[src/rtl/muldiv_pkg.sv]
// Shared encodings and constants for the iterative multiply/divide unit.
package muldiv_pkg;

  localparam logic [2:0] OP_MUL    = 3'd0;
  localparam logic [2:0] OP_MULH   = 3'd1;
  localparam logic [2:0] OP_MULHSU = 3'd2;
  localparam logic [2:0] OP_MULHU  = 3'd3;
  localparam logic [2:0] OP_DIV    = 3'd4;
  localparam logic [2:0] OP_DIVU   = 3'd5;
  localparam logic [2:0] OP_REM    = 3'd6;
  localparam logic [2:0] OP_REMU   = 3'd7;

  typedef enum logic [1:0] {
    S_IDLE = 2'd0,
    S_PREP = 2'd1,
    S_RUN  = 2'd2,
    S_FIN  = 2'd3
  } state_t;

  localparam int          ITER    = 32;
  localparam logic [31:0] DIV0_Q  = 32'hFFFF_FFFF;
  localparam logic [31:0] INT_MIN = 32'h8000_0000;

endpackage

[src/rtl/muldiv_if.sv]
// Issue/response bundle between the EX stage and the multiply/divide unit.
interface muldiv_if #(parameter int XLEN = 32);
  logic            start;
  logic            flush;
  logic [2:0]      op;
  logic [XLEN-1:0] rs1;
  logic [XLEN-1:0] rs2;
  logic            busy;
  logic            mul_done;
  logic            div_done;
  logic [XLEN-1:0] result;

  modport master (output start, flush, op, rs1, rs2,
                  input  busy, mul_done, div_done, result);
  modport slave  (input  start, flush, op, rs1, rs2,
                  output busy, mul_done, div_done, result);
endinterface

[src/rtl/muldiv_signfix.sv]
// Turns the unsigned magnitude produced by the iteration into the final
// RV32M result: optional negation, then high/low half or quotient/remainder.
import muldiv_pkg::*;

module muldiv_signfix #(parameter int XLEN = 32) (
  input  logic [2*XLEN-1:0] raw,      // product, or quotient in the low half
  input  logic [XLEN-1:0]   rem,
  input  logic [2:0]        op,
  input  logic              neg_res,  // product / quotient must be negated
  input  logic              neg_rem,  // remainder must be negated
  output logic [XLEN-1:0]   result
);

  logic [2*XLEN-1:0] prod_fix;

  // Select and sign-correct the result for the requested operation.
  always_comb begin
    prod_fix = neg_res ? -raw : raw;
    result   = '0;
    case (op)
      OP_MUL:                       result = prod_fix[XLEN-1:0];
      OP_MULH, OP_MULHSU, OP_MULHU: result = prod_fix[2*XLEN-1:XLEN];
      OP_DIV, OP_DIVU:              result = neg_res ? -raw[XLEN-1:0] : raw[XLEN-1:0];
      default:                      result = neg_rem ? -rem : rem;
    endcase
  end

endmodule

[src/rtl/muldiv_unit.sv]
// Iterative RV32M multiply/divide unit: radix-2 shift-add multiply and
// restoring divide, 32 iterations, with a fast path for div-by-zero/overflow.
//
// state  | meaning
// IDLE   | waiting for start; operands captured when it arrives
// PREP   | take magnitudes, record signs, detect special cases
// RUN    | one multiply/divide step per cycle, cnt 0..31
// FIN    | result valid, done pulse for the operation class
import muldiv_pkg::*;

module muldiv_unit #(parameter int XLEN = 32) (
  input logic     clk,
  input logic     rst,
  muldiv_if.slave bus
);

  localparam logic [5:0] LAST_CNT = 6'(ITER - 1);

  state_t            state;
  logic [2:0]        op_q;
  logic [XLEN-1:0]   a_q, b_q;
  logic [XLEN-1:0]   opnd;      // multiplicand or divisor magnitude
  logic [2*XLEN-1:0] prod;      // product; low half doubles as quotient/dividend
  logic [XLEN-1:0]   rem;
  logic [5:0]        cnt;
  logic              neg_res, neg_rem;
  logic [XLEN-1:0]   result_q;

  logic              is_div, sgn_a, sgn_b, is_div0, is_ovf;
  logic [XLEN-1:0]   abs_a, abs_b, spec_val;
  logic [XLEN:0]     mul_sum, rem_sh;
  logic              rem_ge;
  logic [XLEN-1:0]   rem_nxt;
  logic [2*XLEN-1:0] prod_nxt;
  logic [XLEN-1:0]   fixed;

  // Operand preparation and special-case detection from captured operands.
  always_comb begin
    is_div   = op_q[2];
    sgn_a    = a_q[XLEN-1] && (op_q != OP_MULHU) && (op_q != OP_DIVU) && (op_q != OP_REMU);
    sgn_b    = b_q[XLEN-1] && (op_q inside {OP_MUL, OP_MULH, OP_DIV, OP_REM});
    abs_a    = sgn_a ? -a_q : a_q;
    abs_b    = sgn_b ? -b_q : b_q;
    is_div0  = is_div && (b_q == '0);
    is_ovf   = (op_q == OP_DIV || op_q == OP_REM) && (a_q == INT_MIN) && (b_q == '1);
    spec_val = '0;
    if (is_div0)     spec_val = op_q[1] ? a_q : DIV0_Q;
    else if (is_ovf) spec_val = op_q[1] ? '0 : INT_MIN;
  end

  // One iteration step: add-and-shift for multiply, shift-and-subtract for divide.
  always_comb begin
    mul_sum = {1'b0, prod[2*XLEN-1:XLEN]} + (prod[0] ? {1'b0, opnd} : '0);
    rem_sh  = {rem, prod[XLEN-1]};
    rem_ge  = rem_sh >= {1'b0, opnd};
    rem_nxt = rem_ge ? XLEN'(rem_sh - {1'b0, opnd}) : rem_sh[XLEN-1:0];
    if (is_div) prod_nxt = {prod[2*XLEN-1:XLEN], prod[XLEN-2:0], rem_ge};
    else        prod_nxt = {mul_sum, prod[XLEN-1:1]};
  end

  muldiv_signfix #(.XLEN(XLEN)) u_signfix (
    .raw     (prod_nxt),
    .rem     (rem_nxt),
    .op      (op_q),
    .neg_res (neg_res),
    .neg_rem (neg_rem),
    .result  (fixed)
  );

  // Control FSM and iteration datapath; result is written on entry to FIN.
  always_ff @(posedge clk) begin
    if (rst) begin
      state    <= S_IDLE;
      cnt      <= '0;
      op_q     <= '0;
      a_q      <= '0;
      b_q      <= '0;
      opnd     <= '0;
      prod     <= '0;
      rem      <= '0;
      neg_res  <= 1'b0;
      neg_rem  <= 1'b0;
      result_q <= '0;
    end else if (bus.flush) begin
      state <= S_IDLE;
      cnt   <= '0;
    end else begin
      case (state)
        S_IDLE: if (bus.start) begin
          op_q  <= bus.op;
          a_q   <= bus.rs1;
          b_q   <= bus.rs2;
          state <= S_PREP;
        end
        S_PREP: begin
          cnt     <= '0;
          rem     <= '0;
          neg_res <= sgn_a ^ sgn_b;
          neg_rem <= sgn_a;
          if (is_div) begin
            opnd <= abs_b;
            prod <= {{XLEN{1'b0}}, abs_a};
          end else begin
            opnd <= abs_a;
            prod <= {{XLEN{1'b0}}, abs_b};
          end
          if (is_div0 || is_ovf) begin
            result_q <= spec_val;
            state    <= S_FIN;
          end else begin
            state <= S_RUN;
          end
        end
        S_RUN: begin
          prod <= prod_nxt;
          rem  <= rem_nxt;
          cnt  <= cnt + 6'd1;
          if (cnt == LAST_CNT) begin
            result_q <= fixed;
            cnt      <= '0;
            state    <= S_FIN;
          end
        end
        S_FIN:   state <= S_IDLE;
        default: state <= S_IDLE;
      endcase
    end
  end

  assign bus.busy     = (state != S_IDLE);
  assign bus.mul_done = (state == S_FIN) && !op_q[2];
  assign bus.div_done = (state == S_FIN) &&  op_q[2];
  assign bus.result   = result_q;

endmodule

[src/flat_wrapper.sv]
// flat-port wrapper written by rule: the top's interface ports become plain ports
module muldiv_unit_flat 
#(parameter int XLEN = 32)
  (clk, rst, bus_start, bus_flush, bus_op, bus_rs1, bus_rs2, bus_busy, bus_mul_done, bus_div_done, bus_result);
  muldiv_if #(.XLEN(XLEN)) bus_i ();
  input logic clk;
  input logic rst;
  input wire logic [$bits(bus_i.start)-1:0] bus_start;
  input wire logic [$bits(bus_i.flush)-1:0] bus_flush;
  input wire logic [$bits(bus_i.op)-1:0] bus_op;
  input wire logic [$bits(bus_i.rs1)-1:0] bus_rs1;
  input wire logic [$bits(bus_i.rs2)-1:0] bus_rs2;
  output wire logic [$bits(bus_i.busy)-1:0] bus_busy;
  output wire logic [$bits(bus_i.mul_done)-1:0] bus_mul_done;
  output wire logic [$bits(bus_i.div_done)-1:0] bus_div_done;
  output wire logic [$bits(bus_i.result)-1:0] bus_result;
  assign bus_i.start = bus_start;
  assign bus_i.flush = bus_flush;
  assign bus_i.op = bus_op;
  assign bus_i.rs1 = bus_rs1;
  assign bus_i.rs2 = bus_rs2;
  assign bus_busy = bus_i.busy;
  assign bus_mul_done = bus_i.mul_done;
  assign bus_div_done = bus_i.div_done;
  assign bus_result = bus_i.result;
  muldiv_unit #(.XLEN(XLEN)) u_core (.clk(clk), .rst(rst), .bus(bus_i));
endmodule
[config.mk]
export PLATFORM = sky130hd
export DESIGN_NAME = muldiv_unit_flat
export DESIGN_NICKNAME = d
export VERILOG_FILES = /design/src/rtl/muldiv_pkg.sv /design/src/rtl/muldiv_if.sv /design/src/rtl/muldiv_signfix.sv /design/src/rtl/muldiv_unit.sv /design/src/flat_wrapper.sv
export SDC_FILE = /design/constraint.sdc
export NUM_CORES = 1
export LEC_CHECK = 0
export CORE_MARGIN = 2
export CORE_UTILIZATION = 40
export DETAILED_ROUTE_END_ITERATION = 6
export GPL_ROUTABILITY_DRIVEN = 0
export PLACE_DENSITY_LB_ADDON = 0.25
export REMOVE_ABC_BUFFERS = 1
export SLEW_MARGIN = 20
export SYNTH_ARGS = -nofsm -noshare
export SYNTH_HDL_FRONTEND = slang
export SYNTH_SLANG_ARGS = --single-unit
export TNS_END_PERCENT = 20
[constraint.sdc]
create_clock -name clk -period 5.9 [get_ports clk]
set_input_delay 0.59 -clock clk [delete_from_list [all_inputs] [get_ports clk]]
set_output_delay 0.59 -clock clk [all_outputs]
set_load 0.005 [all_outputs]
## Word level (Yosys, flattened, before mapping)

Cells that the tools add are included.

- Shifts and indexed selects: 0
- Div/mod/pow operators: 0
- Add/sub/neg operators: 8
- Order comparisons: 1
- Multiply operators: 0
- Equality and inequality tests: 18
- Bitwise gates (word level): 2
- Reductions and logical operators: 26
- Multiplexer cells: 26

Operators with widths:

| kind | number |
|---|---|
| 2-to-1 mux 32 bit | 14 |
| 2-to-1 mux 64 bit | 2 |
| negation 32 bit | 4 |
| one-hot mux 32 bit (2 select lines) | 2 |
| one-hot mux 64 bit (2 select lines) | 1 |
| one-hot mux 32 bit (3 select lines) | 1 |
| == test 32 bit (second input constant) | 2 |
| negation 64 bit | 1 |
| adder 32 x 33 -> 33 bit | 1 |
| greater-or-equal comparator 33 x 32 -> 1 bit | 1 |
| logical NOT 32 bit | 1 |
| subtractor 32 bit | 1 |
| one-hot mux 6 bit (2 select lines) | 1 |
| == test 3 bit (second input constant) | 3 |
| logical AND 1 bit | 9 |
| one-hot mux 2 bit (4 select lines) | 1 |
| adder 6 x 1 -> 6 bit (second input constant) | 1 |
| == test 3 x 2 -> 1 bit (second input constant) | 2 |
| == test 6 x 5 -> 1 bit (second input constant) | 1 |
| 2-to-1 mux 6 bit | 1 |
| inequality test 3 bit (second input constant) | 2 |
| AND reduction 2 bit | 3 |
| == test 2 bit (second input constant) | 2 |
| 2-to-1 mux 2 bit | 2 |
| 18 further kinds | 22 |

- Bits in registers: 237
- Input port bits: 71
- Memory bits (read-only): 0
- Bits in latches: 0
- Bits in writable memories: 0
- Logic and storage cells: 92
- Memories: 0
- Output and inout bits: 35

## Depth between registers and ports, before layout

Gate-level depths: netlist of the first run.

- Depth after elaboration: 8
- Gate-level depth with buffers: 23
- Mapped depth without buffers: 18

## Modules after synthesis

A second synthesis of the first run with hierarchy kept.

- Cell total of the unflattened synthesis: 2562
- Area total of the unflattened synthesis: 18798.0 µm²

By module, submodules not included:

| module | cells an instance | times used | area an instance (µm²) |
|---|---|---|---|
| muldiv_unit | 2112 | 1 | 15826.4 |
| muldiv_signfix | 450 | 1 | 2971.6 |

## Worst setup path before layout of the first run

No wires, ideal clock.

- Path type: flip-flop to flip-flop
- Start: register u_core.opnd[18]
- End: register u_core.result_q[26], in the netlist u_core.bus.result[26]
- Stages on the path, launching flop included: 24
- Buffers on the path: 5
- Data arrival time: 5036 ps
- Setup time: 133 ps
- Required time: 5767 ps
- Setup slack: 731 ps
- Path through: dfxtp_1 > inv_1 > ha_1 > clkbuf_1 > a21oi_1 > o21ai_0 > a32oi_1 > and3_1 > nand2_1 > clkbuf_1 > clkbuf_1 > buf_2 > buf_1 > nand2_1 > o21ai_0 > ha_1 > nor2b_1 > and3_1 > a41oi_1 > o41ai_1 > o21ai_0 > xor2_1 > a2111oi_0 > nor4_1

- Cells in the longest elaborated chain, start to end: 8

RTL lines:

| what | RTL line | text |
|---|---|---|
| start, declared | muldiv_unit.sv:22 | `logic [XLEN-1:0] opnd;` |
| start signal, assigned | muldiv_unit.sv:101 | `opnd <= abs_b;` |
| start signal, assigned | muldiv_unit.sv:104 | `opnd <= abs_a;` |
| 2-to-1 mux 32 bit | muldiv_unit.sv:53 | `mul_sum = {1'b0, prod[2*XLEN-1:XLEN]} + (prod[0] ? {1'b0, opnd} : '0);` |
| adder 32 x 33 -> 33 bit | muldiv_unit.sv:53 |  |
| 2-to-1 mux 64 bit | muldiv_unit.sv:57 | `if (is_div) prod_nxt = {prod[2*XLEN-1:XLEN], prod[XLEN-2:0], rem_ge};` |
| negation 64 bit | muldiv_signfix.sv:18 | `prod_fix = neg_res ? -raw : raw;` |
| 2-to-1 mux 64 bit | muldiv_signfix.sv:18 |  |
| one-hot mux 32 bit (3 select lines) * | muldiv_signfix.sv:20 | `case (op)` |
| 2-to-1 mux 32 bit * | muldiv_unit.sv:118 | `if (cnt == LAST_CNT) begin` |
| one-hot mux 32 bit (2 select lines) * | muldiv_unit.sv:88 | `case (state)` |
| end signal, assigned | muldiv_unit.sv:108 | `result_q <= spec_val;` |
| end signal, assigned | muldiv_unit.sv:119 | `result_q <= fixed;` |
| end, declared | muldiv_unit.sv:27 | `logic [XLEN-1:0] result_q;` |

Every way passes the cells marked *; elsewhere a longest branch is shown, timed or not. The select of a mux whose other input is x is not followed.
A chain may end at the register's enable or synchronous reset.

## Worst setup path in the final report of the first run

- Start: register u_core.prod[0]
- End: register u_core.result_q[27], in the netlist u_core.bus.result[27]

- Cells in the longest elaborated chain, start to end: 8

RTL lines:

| what | RTL line | text |
|---|---|---|
| start, declared | muldiv_unit.sv:23 | `logic [2*XLEN-1:0] prod;` |
| start signal, assigned | muldiv_unit.sv:102 | `prod <= {{XLEN{1'b0}}, abs_a};` |
| start signal, assigned | muldiv_unit.sv:105 | `prod <= {{XLEN{1'b0}}, abs_b};` |
| start signal, assigned | muldiv_unit.sv:115 | `prod <= prod_nxt;` |
| 2-to-1 mux 32 bit | muldiv_unit.sv:53 |  |
| adder 32 x 33 -> 33 bit | muldiv_unit.sv:53 |  |
| 2-to-1 mux 64 bit * | muldiv_unit.sv:57 |  |
| negation 64 bit | muldiv_signfix.sv:18 |  |
| 2-to-1 mux 64 bit | muldiv_signfix.sv:18 |  |
| one-hot mux 32 bit (3 select lines) * | muldiv_signfix.sv:20 |  |
| 2-to-1 mux 32 bit * | muldiv_unit.sv:118 |  |
| one-hot mux 32 bit (2 select lines) * | muldiv_unit.sv:88 |  |

Marks and branches as above.

==> metrics.md, run 1 <==
| Metric | Value |
|---|---|
| Max_cap viols | `0` |
| Die footprint | `51900 um^2` |
| CP endpoint kind | `register` |
| CP bufs+invs | `1` |
| Post-DP HPWL | `57500 um` |
| Final hold vios | `0` |
| First DRT Iteration DRCs | `2634` |
| CTS root buf | `clkbuf_16` |
| Min Hold Slack | `0.405 ns` |
| PwrDens | `226 nW/um^2` |
| Kind of critical path | `reg -> reg` |
| Setup-failing EPs final | `0` |
| Die width | `228 um` |
| Worst Hold Class | `in -> reg` |
| Yosys warning count | `0` |
| Relative slew slack | `0.216` |
| Period Utilization, post-route | `0.932` |
| Drt drc | `0` |
| Worst Hold Depth | `2` |
| Crit path max-delay family | `compound AO/OA/AOI/OAI gates` |
| Tot GR Track Use | `0.285` |
| Die H | `228 um` |
| Post-Syn Instances | `2760` |
| Minimum clock period | `5.50 ns` |
| Clock skew | `0.0157 ns` |
| H-tree depth | `1` |
| Antenna-violating nets left | `0` |
| Synthesis-to-layout area growth | `12.7%` |
| Total grt overflow | `0` |
| Fmax | `182 MHz` |
| R2R Setup Slk | `0.40 ns` |
| Worst skew pair latency | `0.59 ns` |
| Max clock buf depth | `3` |
| CP required | `6.37 ns` |
| Largest area contributor in the netlist | `dfxtp_1` |
| First-pass GRT wire length | `118000 um` |
| RSZ-0062 raised after global routing | `no` |
| Routed WL | `77500 um` |
| Seq/Total Area, Yosys | `0.237` |
| Worst R2R Path Depth | `15` |
| Reg2reg end | `u_core.bus.result[27]` |
| Async S/R FF share, synth | `0` |
| Crit path to | `u_core.bus.result[27]` |
| Core Rows | `82` |
| Largest net degree at the start of global routing | `101` |
| CP max FO | `35` |
| Post-synth EDFFs | `0` |
| Share of layout cells above drive strength 1 | `0.0711` |
| Outcome | `complete, no violations` |
| CP Launch Type | `register` |
| Max-slew violations | `0` |
| #FFs+latches synth | `237` |
| R2r startpoint | `u_core.prod[0]` |
| Static Leakage | `8.28 nW` |
| Mapped cell area | `20100 um^2` |
| # hold bufs at CTS | `0` |
| Clk slew on worst S/H paths | `0.07 ns` |
| CP Depth | `15` |
| Area share of the largest cell type after synthesis | `0.237` |
| Via density | `6.27` |
| Worst Path Arrival | `5.97 ns` |
| Main area contributors after synthesis | `dfxtp_1, nand2_1, a21oi_1` |
| CTS Buf Count | `29` |
| Slowest cell on crit path | `o41ai_1` |
| CTS tree | `yes` |
| Measured slew at the worst slew-check pin | `1.17 ns` |
| # clock sinks | `237` |
| Vias in the first global route | `19700` |
| Initial antenna violation count | `2` |
| Final Power | `0.00510 W` |
| Most instantiated cells after synthesis | `nand2_1, nor2_1, a21oi_1, dfxtp_1, o21ai_0` |
| Peak VDD IR | `0.205 mV` |
| DR vias | `21600` |
| Critical Path Source | `u_core.prod[0]` |
| Synth Area per Inst | `7.27 um^2` |
| Most common cell in the synthesized netlist | `nand2_1` |
| Yosys cell types | `98` |
| 1st-pass router iterations | `6` |
| Ys flop type | `dfxtp_1` |
| Area of the core | `49900 um^2` |
| I/O pin total | `106` |
| Cell Chain, Critical Path | `buf_4, and2_1, ha_1, a211oi_1, o21ai_1, a221o_1, xor2_1, mux2i_1, nor3b_1, nand4_2, o41ai_1, xnor2_1, a221oi_1, a21oi_1, a31o_2` |
| Initial core utilization | `0.402` |
| Antenna diodes | `0` |
| WL/cell | `22.5 um` |
| Slowest cell delay on critical path | `0.55 ns` |
| I/O Buffers | `105` |
| Net count, final | `2895` |
-- final cells by class --
cell class	count	area, um^2
Tap cell	672	841
Fill cell	5147	27300
Multi-Input combinational cell	2254	14300
Timing Repair Buffer	155	1430
Sequential cell	237	4750
Clock inverter	14	164
Clock buffer	38	820
Inverter	72	270
-- how the worst min path moves through the flow --
stage,from,end,slack (ns)
finish,rst,u_core.rem[7],0.40
global route,rst,u_core.rem[5],0.46
CTS,rst,u_core.rem[7],0.42
detailed placement,u_core.opnd[12],u_core.opnd[12],0.46
global placement,u_core.opnd[18],u_core.opnd[18],0.45
floorplan,u_core.opnd[12],u_core.opnd[12],0.43
-- cells in the final DEF, fill, tap and decap left out, types with 53 or more instances in the layout --
| cell | Yosys | routed |
|---|---|---|
| a21oi_1 | 242 | 242 |
| clkdlybuf4s50_1 | 0 | 104 |
| dfxtp_1 | 237 | 235 |
| ha_1 | 73 | 72 |
| inv_1 | 72 | 71 |
| mux2i_1 | 63 | 63 |
| nand2_1 | 352 | 351 |
| nor2_1 | 302 | 299 |
| nor3_1 | 106 | 105 |
| o211ai_1 | 53 | 53 |
| o21ai_0 | 189 | 189 |
| xnor2_1 | 103 | 103 |
| xor2_1 | 68 | 68 |
-- routing by layer --
metal / track usage / share of wire / vias up
met5: 0 / 0.00023 / -
met3: 0.0405 / 0.094 / 219
met1: 0.385 / 0.41 / 10200
met2: 0.453 / 0.44 / 1194
li1: - / - / 9984
met4: 0.127 / 0.049 / 2
-- cells by family after synthesis --
kind of cell / share of synthesized area
AO/OA/AOI/OAI: 0.259
XOR/XNOR: 0.0747
adder cells (fa/ha/maj): 0.0475
buffers and inverters: 0.0514
flip-flops: 0.237
multiplexers: 0.0696
AND/OR/NAND/NOR: 0.261
-- sequential cells by signal, indices dropped and copies added (netlist names) --
register           count
u_core.prod           64
u_core.bus.result     32
u_core.neg_res         1
u_core.neg_rem         1
u_core.a_q            32
u_core.b_q            32
u_core.state           2
u_core.opnd           32
u_core.cnt             6
u_core.rem            32
u_core.op_q            3
-- stage by stage --
step / setup slack (ns) / instance area (um^2) / cells / utilization / setup TNS (ns)
CTS: 0.384 / 22600 / 3442 / 0.453 / 0
global placement: 0.526 / 21600 / 3390 / 0.433 / 0
global route: 0.0289 / 22600 / 3442 / 0.453 / 0
floorplan: -4.68 / 19300 / 2563 / - / -233.46
detailed placement: 0.411 / 21600 / 3390 / 0.433 / 0
finish: 0.400 / 22600 / 3442 / 0.453 / 0
-- repair_timing --
action / CTS / global route
buffers inserted: 0 / 0
resized for setup: 0 / 2
setup endpoints to repair: 0 / 2
-- where the power goes --
part           internal (W)  total (W)  switching (W)
logic              0.000532    0.00149       0.000955
clock network       0.00110    0.00188       0.000777
registers           0.00165    0.00173      0.0000824
total               0.00328    0.00510        0.00181
-- worst reg2reg max path: cells and delay by family (launching register included) --
family          cells  cell delay [ns]
compound gates      7             2.42
buf+inv             1             0.36
flops               1             0.33
simple gates        3             1.23
mux                 1             0.43
xor+xnor            2             0.35
fa+ha+maj           1             0.29
No activity file was read; power rests on OpenSTA's default activity.
==> run 2: changes to the inputs <==
--- a/config.mk
+++ b/config.mk
@@ -9,8 +9,8 @@
 export CORE_UTILIZATION = 40
 export DETAILED_ROUTE_END_ITERATION = 6
 export GPL_ROUTABILITY_DRIVEN = 0
+export MAX_ROUTING_LAYER = met4
 export PLACE_DENSITY_LB_ADDON = 0.25
-export REMOVE_ABC_BUFFERS = 1
 export SLEW_MARGIN = 20
 export SYNTH_ARGS = -nofsm -noshare
 export SYNTH_HDL_FRONTEND = slang
==> metrics.md, run 2 (synthesized netlist as in run 1, its figures left out) <==
| Metric | Value |
|---|---|
| Outcome | `complete, no violations (unchanged)` |
| Worst Path Arrival | `6.12 ns (was 5.97 ns)` |
| PwrDens | `235 nW/um^2 (was 226 nW/um^2)` |
| Most Frequent Cell on Critical Path | `buf_4` |
| Commonest non-fill, non-tap cell in the layout | `nand2_1 (unchanged)` |
| Footprint of the multi-input gates | `14300 um^2 (about the same)` |
| Total grt overflow | `0 (unchanged)` |
| Largest register FFs | `64 (unchanged)` |
| Area of the core | `49900 um^2 (unchanged)` |
| Antenna-violating nets left | `0 (unchanged)` |
| Core Rows | `82 (unchanged)` |
| Clock skew | `0.0365 ns (was 0.0157 ns)` |
| CTS root buf | `clkbuf_16 (unchanged)` |
| Minimum clock period | `5.67 ns (was 5.50 ns)` |
| Post-layout util | `0.456 (was 0.453)` |
| Fill cells | `5082 (was 5147)` |
| I/O Buffers | `105 (unchanged)` |
| Final hold vios | `0 (unchanged)` |
| RSZ-0062 raised after global routing | `no (unchanged)` |
| R2r startpoint | `u_core.prod[0] (unchanged)` |
| Max clock buf depth | `3 (unchanged)` |
| First-pass GRT wire length | `121000 um (was 118000 um)` |
| Die width | `228 um (unchanged)` |
| Crit path to | `u_core.bus.result[29] (was u_core.bus.result[27])` |
| Static Leakage | `8.32 nW (was 8.28 nW)` |
| Via density | `6.32 (was 6.27)` |
| R2R Setup Slk | `0.23 ns (was 0.40 ns)` |
| P_int | `0.00344 W (was 0.00328 W)` |
| Sequential cell area | `4750 um^2 (unchanged)` |
| Synthesis-to-layout area growth | `13.3% (was 12.7%)` |
| WL/cell | `23.3 um (was 22.5 um)` |
| Initial antenna violation count | `3 (was 2)` |
| Largest net degree at the start of global routing | `155 (was 101)` |
| Fmax | `176 MHz (was 182 MHz)` |
| H-tree depth | `1 (unchanged)` |
| Vias in the first global route | `19700 (about the same)` |
| Sequential power share | `0.327 (was 0.340)` |
| Syn nets | `2906` |
| Initial core utilization | `0.402 (unchanged)` |
| Die footprint | `51900 um^2 (unchanged)` |
| Relative slew slack | `0.291 (was 0.216)` |
| Net count, final | `2891 (was 2895)` |
| # clock sinks | `237 (unchanged)` |
| Routed WL | `80400 um (was 77500 um)` |
| Measured slew at the worst slew-check pin | `1.06 ns (was 1.17 ns)` |
| Worst skew pair latency | `0.62 ns (was 0.59 ns)` |
| # hold bufs at CTS | `0 (unchanged)` |
| Tot GR Track Use | `0.304 (was 0.285)` |
| CP endpoint kind | `register (unchanged)` |
| 1st-pass router iterations | `6 (unchanged)` |
| DR vias | `21700 (was 21600)` |
| Worst R2R Path Depth | `16 (was 15)` |
| Peak VDD IR | `0.174 mV (was 0.205 mV)` |
| CTS Buf Count | `30 (was 29)` |
| Fin Setup TNS | `0 ns (unchanged)` |
| CTS tree | `yes (unchanged)` |
| Post-CTS Setup Repair Bufs | `0 (unchanged)` |
| Share of layout cells above drive strength 1 | `0.0708 (was 0.0711)` |
| Slowest cell on crit path | `or4b_4 (was o41ai_1)` |
| I/O pin total | `106 (unchanged)` |
| Period Utilization, post-route | `0.962 (was 0.932)` |
| Clk slew on worst S/H paths | `0.08 ns (was 0.07 ns)` |
| CP Launch Type | `register (unchanged)` |
| Sw Ratio | `0.356 (about the same)` |
| CP required | `6.34 ns (was 6.37 ns)` |
| Drt drc | `0 (unchanged)` |
| First DRT Iteration DRCs | `2995 (was 2634)` |
| Max_cap viols | `0 (unchanged)` |
| Clock power frac | `0.399 (was 0.369)` |
| Reg2reg end | `u_core.bus.result[29] (was u_core.bus.result[27])` |
| Most frequent cells in the layout | `nand2_1, nor2_1, a21oi_1 (unchanged)` |
| Post-CTS Resized | `0 (unchanged)` |
| HP Start | `u_core.opnd[5] (was rst)` |
| NetSw | `0.00190 W (was 0.00181 W)` |
| Post-DP HPWL | `60100 um (was 57500 um)` |
| CP max FO | `18 (was 35)` |
| Gate power share | `0.274 (was 0.292)` |
| Kind of critical path | `reg -> reg (unchanged)` |
| Cell Chain, Critical Path | `buf_4, and2_1, ha_1, a21oi_1, o21ai_0, a221o_1, a211oi_1, a311oi_1, buf_4, or2_2, or4b_4, or3_4, nand2_1, xnor2_1, a221oi_1, nor4_1 (was buf_4, and2_1, ha_1, a211oi_1, o21ai_1, a221o_1, xor2_1, mux2i_1, nor3b_1, nand4_2, o41ai_1, xnor2_1, a221oi_1, a21oi_1, a31o_2)` |
| Slowest cell delay on critical path | `0.56 ns (was 0.55 ns)` |
| Critical Path Source | `u_core.prod[0] (unchanged)` |
| Die H | `228 um (unchanged)` |
| Max-slew violations | `0 (unchanged)` |
| Setup-failing EPs final | `0 (unchanged)` |
| Biggest register | `u_core.prod (unchanged)` |
| Worst Hold Class | `reg -> reg (was in -> reg)` |
## run 2: worst min-delay path by stage
stage | cells past startpoint | endpoint | slack (ns)
after floorplan | 2 | u_core.opnd[18] | 0.44
after global placement | 2 | u_core.opnd[12] | 0.46
after detailed placement | 2 | u_core.opnd[5] | 0.46
after CTS | 2 | u_core.opnd[22] | 0.47
after global routing | 2 | u_core.bus.result[3] | 0.49
final | 2 | u_core.opnd[5] | 0.47
## run 2: final cells by class
class	instances	area share
Timing Repair Buffer	150	0.0617
Clock buffer	32	0.0343
Tap cell	672	0.0370
Inverter	72	0.0119
Antenna cell	3	0.000330
Multi-Input combinational cell	2254	0.630
Clock inverter	24	0.0154
Sequential cell	237	0.209
## run 2: power groups by stage
stage | registers, W | clock network (W) | logic (W)
final | 0.00174 | 0.00213 | 0.00146
after global routing | 0.00175 | 0.00220 | 0.00155
after CTS | 0.00174 | 0.00214 | 0.00141
after detailed placement | 0.00177 | 0 | 0.00140
after global placement | 0.00177 | 0 | 0.00139
after floorplan | 0.00173 | 0 | 0.000958
## run 2: stage by stage
| stage | setup WS (ns) | instances | area (um^2) | hold WS [ns] | power [W] |
|---|---|---|---|---|---|
| finish | 0.226 | 3444 | 22700 | 0.472 | 0.00534 |
| global route | 0.0282 | 3444 | 22700 | 0.491 | 0.00550 |
| CTS | 0.369 | 3441 | 22700 | 0.471 | 0.00529 |
| detailed placement | 0.409 | 3385 | 21600 | 0.461 | 0.00317 |
| global placement | 0.457 | 3385 | 21600 | 0.455 | 0.00316 |
| floorplan | 0.731 | 2760 | 20100 | 0.440 | 0.00268 |
## run 2: worst max-delay path: cells and delay by family (launching register included)
family          cells  cell delay (ns)
buf+inv             2             0.50
xor+xnor            1             0.11
flops               1             0.52
compound gates      6             2.11
simple gates        6             1.84
fa+ha+maj           1             0.37
## run 2: routing by layer
metal  track usage  part of all wire
met5             -                 0
met4         0.160             0.066
met3        0.0694              0.11
met2         0.430              0.41
met1         0.402              0.41
